===== src/rtl/fft_frame_ctrl_if.sv =====
// fft_frame_ctrl_if: valid/ready sample stream with complex payload and frame markers
interface fft_frame_ctrl_if #(
  parameter int W = 16
);
  logic valid;
  logic ready;
  logic first;
  logic last;
  logic [W-1:0] re;
  logic [W-1:0] im;
  modport master(output valid, re, im, first, last, input ready);
  modport slave(input valid, re, im, last, output ready);
endinterface


===== src/rtl/fft_frame_ctrl.sv =====
// fft_frame_ctrl: frames a sample stream into an enable-gated FFT stage pipeline and forwards its results; FFT_FRAME_CTRL_STATS_EN adds frame/short counters
module fft_frame_ctrl #(
  parameter int WIDTH = 16,
  parameter int N = 8,
  parameter int TIMEOUT = 64
) (
  input  logic             clk,
  input  logic             rst_n,
  fft_frame_ctrl_if.slave  s,
  fft_frame_ctrl_if.master m,
  output logic             p_valid,
  output logic             p_clk_en,
  output logic [WIDTH-1:0] p_real,
  output logic [WIDTH-1:0] p_imag,
  input  logic             pr_valid,
  input  logic [WIDTH:0]   pr_real,
  input  logic [WIDTH:0]   pr_imag,
  output logic             busy,
  output logic             err_short,
  output logic             err_timeout,
  output logic [15:0]      frame_cnt,
  output logic [15:0]      short_cnt
);
  localparam int CW = $clog2(N);
  localparam int WW = $clog2(TIMEOUT + 1);
  typedef enum logic [1:0] {IDLE, LOAD, PAD, DRAIN} state_t;
  state_t state, state_n;
  logic [CW-1:0] in_cnt, in_n, out_cnt, out_n;
  logic [WW-1:0] wd, wd_n;
  logic accept, xfer, set_short, set_to;
  assign p_clk_en = ~pr_valid | m.ready;
  assign s.ready = p_clk_en & ((state == IDLE) | (state == LOAD));
  assign accept = s.valid & s.ready;
  assign xfer = pr_valid & m.ready;
  assign m.valid = pr_valid;
  assign m.re = pr_real;
  assign m.im = pr_imag;
  assign m.first = pr_valid & (out_cnt == '0);
  assign m.last = pr_valid & (out_cnt == CW'(N - 1));
  assign busy = state != IDLE;
  // next state and counters; counters are log2(N) wide so they wrap to 0 exactly at frame end
  always_comb begin
    state_n = state;
    in_n = in_cnt;
    out_n = out_cnt;
    wd_n = wd;
    set_short = 1'b0;
    set_to = 1'b0;
    p_valid = accept | (state == PAD);
    p_real = accept ? s.re : '0;
    p_imag = accept ? s.im : '0;
    if (p_clk_en)
      case (state)
        IDLE, LOAD: if (accept) begin
          in_n = in_cnt + 1'b1;
          if (state == LOAD && in_cnt == CW'(N - 1)) state_n = DRAIN;
          else begin
            state_n = s.last ? PAD : LOAD;
            set_short = s.last;
          end
        end
        PAD: begin
          in_n = in_cnt + 1'b1;
          state_n = (in_cnt == CW'(N - 1)) ? DRAIN : PAD;
        end
        DRAIN: if (xfer) begin
          wd_n = '0;
          out_n = out_cnt + 1'b1;
          state_n = (out_cnt == CW'(N - 1)) ? IDLE : DRAIN;
        end else if (wd == WW'(TIMEOUT - 1)) begin
          set_to = 1'b1;
          wd_n = '0;
          out_n = '0;
          state_n = IDLE;
        end else wd_n = wd + 1'b1;
      endcase
  end
  // state register; stalled cycles hold because next values equal current ones
  always_ff @(posedge clk or negedge rst_n)
    if (!rst_n) begin
      state <= IDLE;
      in_cnt <= '0;
      out_cnt <= '0;
      wd <= '0;
      err_short <= 1'b0;
      err_timeout <= 1'b0;
    end else begin
      state <= state_n;
      in_cnt <= in_n;
      out_cnt <= out_n;
      wd <= wd_n;
      err_short <= err_short | set_short;
      err_timeout <= err_timeout | set_to;
    end
`ifdef FFT_FRAME_CTRL_STATS_EN
  logic done;
  assign done = xfer & (state == DRAIN) & (out_cnt == CW'(N - 1));
  // wrapping statistics of completed frames and short-frame entries
  always_ff @(posedge clk or negedge rst_n)
    if (!rst_n) begin
      frame_cnt <= '0;
      short_cnt <= '0;
    end else begin
      if (done) frame_cnt <= frame_cnt + 1'b1;
      if (set_short) short_cnt <= short_cnt + 1'b1;
    end
`else
  assign frame_cnt = '0;
  assign short_cnt = '0;
`endif
endmodule


===== src/flat_wrapper.sv =====
// flat-port wrapper written by rule: the top's interface ports become plain ports
module fft_frame_ctrl_flat 
#(
  parameter int WIDTH = 16,
  parameter int N = 8,
  parameter int TIMEOUT = 64
)
  (clk, rst_n, p_valid, p_clk_en, p_real, p_imag, pr_valid, pr_real, pr_imag, busy, err_short, err_timeout, frame_cnt, short_cnt, s_valid, s_re, s_im, s_last, s_ready, m_valid, m_re, m_im, m_first, m_last, m_ready);
  fft_frame_ctrl_if #(.W(WIDTH)) s_i ();
  fft_frame_ctrl_if #(.W(WIDTH + 1)) m_i ();
  input  logic clk;
  input  logic rst_n;
  output logic p_valid;
  output logic p_clk_en;
  output logic [WIDTH-1:0] p_real;
  output logic [WIDTH-1:0] p_imag;
  input  logic pr_valid;
  input  logic [WIDTH:0] pr_real;
  input  logic [WIDTH:0] pr_imag;
  output logic busy;
  output logic err_short;
  output logic err_timeout;
  output logic [15:0] frame_cnt;
  output logic [15:0] short_cnt;
  input wire logic [$bits(s_i.valid)-1:0] s_valid;
  input wire logic [$bits(s_i.re)-1:0] s_re;
  input wire logic [$bits(s_i.im)-1:0] s_im;
  input wire logic [$bits(s_i.last)-1:0] s_last;
  output wire logic [$bits(s_i.ready)-1:0] s_ready;
  output wire logic [$bits(m_i.valid)-1:0] m_valid;
  output wire logic [$bits(m_i.re)-1:0] m_re;
  output wire logic [$bits(m_i.im)-1:0] m_im;
  output wire logic [$bits(m_i.first)-1:0] m_first;
  output wire logic [$bits(m_i.last)-1:0] m_last;
  input wire logic [$bits(m_i.ready)-1:0] m_ready;
  assign s_i.valid = s_valid;
  assign s_i.re = s_re;
  assign s_i.im = s_im;
  assign s_i.last = s_last;
  assign s_ready = s_i.ready;
  assign m_valid = m_i.valid;
  assign m_re = m_i.re;
  assign m_im = m_i.im;
  assign m_first = m_i.first;
  assign m_last = m_i.last;
  assign m_i.ready = m_ready;
  fft_frame_ctrl #(.WIDTH(WIDTH), .N(N), .TIMEOUT(TIMEOUT)) u_core (.clk(clk), .rst_n(rst_n), .s(s_i), .m(m_i), .p_valid(p_valid), .p_clk_en(p_clk_en), .p_real(p_real), .p_imag(p_imag), .pr_valid(pr_valid), .pr_real(pr_real), .pr_imag(pr_imag), .busy(busy), .err_short(err_short), .err_timeout(err_timeout), .frame_cnt(frame_cnt), .short_cnt(short_cnt));
endmodule

===== config.mk =====
export PLATFORM = sky130hd
export DESIGN_NAME = fft_frame_ctrl_flat
export DESIGN_NICKNAME = d
export VERILOG_FILES = /design/src/rtl/fft_frame_ctrl_if.sv /design/src/rtl/fft_frame_ctrl.sv /design/src/flat_wrapper.sv
export SDC_FILE = /design/constraint.sdc
export NUM_CORES = 1
export LEC_CHECK = 0
export BUFFER_PORTS_ARGS = -buffer_cell sky130_fd_sc_hd__buf_2
export CAP_MARGIN = 20
export CORE_MARGIN = 2
export CORE_UTILIZATION = 39
export DETAILED_ROUTE_END_ITERATION = 8
export PLACE_DENSITY = 0.87
export SYNTH_ARGS = -nofsm -noshare
export SYNTH_HDL_FRONTEND = slang
export SYNTH_SLANG_ARGS = --single-unit

===== constraint.sdc =====
create_clock -name clk -period 4.14 [get_ports clk]
set_input_delay 0.621 -clock clk [delete_from_list [all_inputs] [get_ports clk]]
set_output_delay 0.621 -clock clk [all_outputs]
set_load 0.03 [all_outputs]

[Word-level counts from Yosys, hierarchy flattened]
Index checks and enable logic that the tools add are counted.
W data, S select, Z words.
Storage, ports and cells
  logic and storage cells: 63
  bits of input ports: 72
  output and inout bits: 107
  register bits: 17
Operators by class
  reduce and logical (&&, ||, !) cells: 11
  add/subtract/negate cells: 3
  muxes and demuxes: 24
  bitwise logic cells: 11
  eq/ne operators: 8
Operator list (count)
  $mux W16: 2
  $mux W7: 2
  $mux W2: 6
  $mux W1: 9
  $mux W3: 3
  $reduce_and A3 Y1: 3
  $add A7 B1 Y7 const B: 1
  $eq A7 B6 Y1 const B: 1
  $add A3 B1 Y3 const B: 2
  $eq A3 B3 Y1 const B: 2
  $pmux W2 S3: 1
  $pmux W3 S2: 1
  $reduce_bool A2 Y1: 3
  $and A1 B1 Y1: 5
  $or A1 B1 Y1: 5
  $eq A2 B2 Y1 const B: 2
  $logic_not A3 Y1: 1
  $ne A3 B1 Y1 const B: 1
  $eq A2 B1 Y1 const B: 1
  $logic_not A2 Y1: 1
  $ne A2 B1 Y1 const B: 1
  $reduce_and A2 Y1: 1
  $reduce_or A2 Y1: 1
  $logic_and A1 B1 Y1: 1
  $not A1 Y1: 1

[Depth between registers and ports, before layout]
  depth in word-level cells: 8
  depth in mapped cells: 6
  depth with buffers taken out: 5

[Worst setup path before layout]
No wires, ideal clock.
  path kind: input to output
  start point: input port pr_valid
  end point: output port p_real[10]
  required time: 3.519 ns
  arrival: 1.716 ns
  path slack: 1.803 ns
  stages on the path: 6
  path buffers: 3
  cells stage by stage: buf_4 > nand2b_1 > buf_6 > nor2b_4 > buf_6 > and3_1
Between the ends
  longest elaborated chain between the ends: 5
RTL lines
  from (decl): line flat_wrapper.sv:17  | input logic pr_valid;
  $not A1 Y1: line fft_frame_ctrl.sv:31  | assign p_clk_en = ~pr_valid | m.ready;
  $or A1 B1 Y1: line fft_frame_ctrl.sv:31
  net p_clk_en: line flat_wrapper.sv:14  | output logic p_clk_en;
  $and A1 B1 Y1: line fft_frame_ctrl.sv:32  | assign s.ready = p_clk_en & ((state == IDLE) | (state == LOAD));
  net s_ready: line flat_wrapper.sv:29  | output wire logic [$bits(s_i.ready)-1:0] s_ready;
  $and A1 B1 Y1: line fft_frame_ctrl.sv:33  | assign accept = s.valid & s.ready;
  $mux W16: line fft_frame_ctrl.sv:50  | p_real = accept ? s.re : '0;
  to (decl): line flat_wrapper.sv:15  | output logic [WIDTH-1:0] p_real;
The timed path passes the listed nets, and every way through them passes these cells.

[Final worst setup path]
  start point: input port m_ready
  end point: output port p_real[15]
Between the ends
  longest elaborated chain between the ends: 4
RTL lines
  from (decl): line flat_wrapper.sv:35  | input wire logic [$bits(m_i.ready)-1:0] m_ready;
  $or A1 B1 Y1: line fft_frame_ctrl.sv:31
  $and A1 B1 Y1: line fft_frame_ctrl.sv:32
  $and A1 B1 Y1: line fft_frame_ctrl.sv:33
  $mux W16: line fft_frame_ctrl.sv:50
Every way passes these cells.

==> impl_metrics.csv <==
group,metric,value,unit
placed_design,gp_congestion,0.840,
grt,grt_usage,13.3,%
routing,finalWirelength,3580,um
timing,post-route-period-util,63.8,%
run,max_cap_violations,0,
cells_and_area,syn2layout_area_growth,1.71,%
grt,antenna_found_initial,0,
floorplan,die_w,71.2,um
timing,fin_crit,2640,ps
pwr,p_comb_share,56.2,%
routing,via_count,1410,
pwr,p_int,502,uW
setup_path,cp-start-kind,"primary input",
outcome,status,"finished clean",
synthesis,syn_avg_cell_area,8.46,um^2
synthesis,synth_adder_area_share,4.26,%
pwr,seq_power_share,31.6,%
synthesis,synth-xor-area-share,0.498,%
setup_path,critPathCaptureType,"output port",
setup_path,cp.arrival,2020,ps
cells_and_area,drive_gt1_share,39.5,%
routing,dr.pass1.iters,5,
routing,drc,0,
setup_path,regToRegSetupSlack,2480,ps
setup_path,worstPathRequired,3520,ps
floorplan,pin_count,179,
routing,drtAntennaViolNets,0,
clock_network,clock_sinks,17,
synthesis,ys_seq_area_share,24.2,%
cells_and_area,post-route-util,41.1,%
clock_network,path_clk_slew,60,ps
timing,rsz0062_at_grt,"no",
timing,slew_violations,0,
setup_path,crit_fanout,34,
clock_network,clk_path_buf_depth,2,
synthesis,ys_warn_count,0,
setup_path,path_class,"in2out",
synthesis,synth_top_family_by_area,"buffers and inverters",
synthesis,netlist_area,1760,um^2
pwr,p_leak,0.00111,uW
grt,grt_pass1_wl,5510,um
placed_design,io_buffers,78,
synthesis,synth-seq-cells,17,
hold_path,hp-class,"in2async",
clock_network,cts_buffers,3,
synthesis,synth_cells,208,
pwr,power_density,554,nW/um^2
cells_and_area,fin_nets,322,
synthesis,synth.area.mux_share,1.85,%
clock_network,tritoncts,"built",
synthesis,synth_top_cell_by_area,"buf_4",
timing,max-slew-margin-rel,62.5,%
timing,setup-tns-final,0,ps
clock_network,cts_hold_buf,0,
clock_network,postCtsSetupBuffers,0,
cells_and_area,antenna_cells,0,
cells_and_area,fillers,428,
synthesis,async_flop_share,100,%
grt,grt_overflow_total,0,
floorplan,die_area,5070,um^2
floorplan,die_y,71.2,um
clock_network,cts.root.buffer_cell,"clkbuf_8",
routing,wl_per_cell,12.1,um
floorplan,floorplan.initialDensity,40.4,%
synthesis,synth_top_area_share,29.0,%
routing,viasPerCell,4.78,
timing,hold_viol,0,
synthesis,synth-simple-area-share,21.7,%
floorplan,num_rows,24,
clock_network,h-tree-depth,1,
pwr,swShare,49.4,%
timing,setup_viol,0,
pwr,p_sw,491,uW
routing,drt_iter0_drc,24,
pwr,peakVddDrop,0.000305,V
synthesis,synth_area_leaders,"buf_4 29%, dfrtp_1 24%, and3_1 10%, ha_1 4.3%, buf_6 3.2%",
placed_design,dp_hpwl,2870,um
synthesis,synth_compound_area_share,12.5,%
synthesis,ys_types,37,
timing,fin_skew,0.807,ps
grt,grt_max_degree,38,
pwr,power.share.clock,12.2,%
synthesis,synth_ff_type,"dfrtp_1",
clock_network,worstSkewPairLatency,250,ps
floorplan,coreArea,4350,um^2
synthesis,synth-edff-count,0,
clock_network,cts_resized,0,
grt,first_global_vias,1316,
timing,worstMarginPinSlew,562,ps
timing,fmax,0.379,GHz
[final timing paths]
kind                                             start  depth (start not counted)                         end
min in group clk            u_core.err_short$_DFF_PN0_                          2  u_core.err_short$_DFF_PN0_
hold / removal                                   rst_n                          1    u_core.wd[6]$_DFFE_PN0P_
setup / recovery                               m_ready                          5                  p_real[15]
setup reg to reg           u_core.state[1]$_DFFE_PN0P_                          3    u_core.wd[2]$_DFFE_PN0P_
hold reg to reg             u_core.err_short$_DFF_PN0_                          2  u_core.err_short$_DFF_PN0_
max in group asynchronous                        rst_n                          1  u_core.err_short$_DFF_PN0_
[synth_stat cells (2+ instances only)]
cell type,count
a21oi_1,5
a22o_1,5
and2_1,3
and3_1,29
and3_2,4
buf_4,68
buf_6,5
clkbuf_1,4
dfrtp_1,17
ha_1,6
inv_1,7
mux2_2,2
nand2_1,12
nand3_1,5
nor3_1,4
o21ai_0,9
o31ai_1,2
or2_2,2
[registers in the layout (all words and copies together), names as in the netlist]
register	flops
u_core.err_short	1
u_core.out_cnt	3
u_core.err_timeout	1
u_core.in_cnt	3
u_core.wd	7
u_core.state	2
[worst max-delay path: stages]
cell and delay (ps):
buf_2 140, nand2b_1 250, nor2b_4 550, and3_2 260, buf_2 190
[power by group through the flow]
stage               Combinational (uW)  Sequential [uW]  Clock, uW
floorplan                          569              288          0
global placement                   543              313          0
detailed placement                 561              317          0
CTS                                563              313        123
global route                       628              325        132
finish                             558              314        121
[cells in the final DEF (no fill, tap or decap), types with 5 or more instances in the layout]
cell and instances:
conb_1 32, nand3_1 5, dfrtp_1 17, a21oi_1 5, ha_1 6, and3_1 29
inv_1 7, nand2_1 12, buf_2 78, a22o_1 5, o21ai_0 9
[cells by family (layout without fill, tap and decap cells)]
| kind of cell | Yosys count | after routing |
|---|---|---|
| buffers and inverters | 85 | 89 |
| other | 1 | 32 |
| adder cells (fa/ha/maj) | 6 | 6 |
| flip-flops | 17 | 17 |
| AO/OA/AOI/OAI | 30 | 30 |
| multiplexers | 3 | 3 |
| AND/OR/NAND/NOR | 65 | 65 |
| XOR/XNOR | 1 | 1 |
[layout make-up]
class                      instances  area (um^2)  share of cell area [%]
clock buffer                       4         45.0                    2.52
inverter                           7         26.3                    1.47
multi-input combinational        137          838                    46.8
sequential                        17          425                    23.8
tap                               52         65.1                    3.63
timing repair buffer              78          390                    21.8
[through the flow]
stage               cells  hold WS (ps)  total power (uW)  worst slack (ps)  area (um^2)
global route          295           304              1090              1360         1790
detailed placement    291           452               878              1510         1750
CTS                   295           291               999              1510         1790
floorplan             239           325               857              1800         1880
finish                295           282               993              1500         1790
global placement      291           451               856              1590         1750
[per-layer routing]
metal | GRT usage, % | vias to the layer above | part of all wire (%)
li1 | - | 680 | -
met1 | 15.5 | 640 | 39
met2 | 23.7 | 82 | 50
met3 | 1.99 | 8 | 9.1
met4 | 6.71 | 0 | 1.6
met5 | 0 | - | 0
Power figures use the tool's default switching activity.
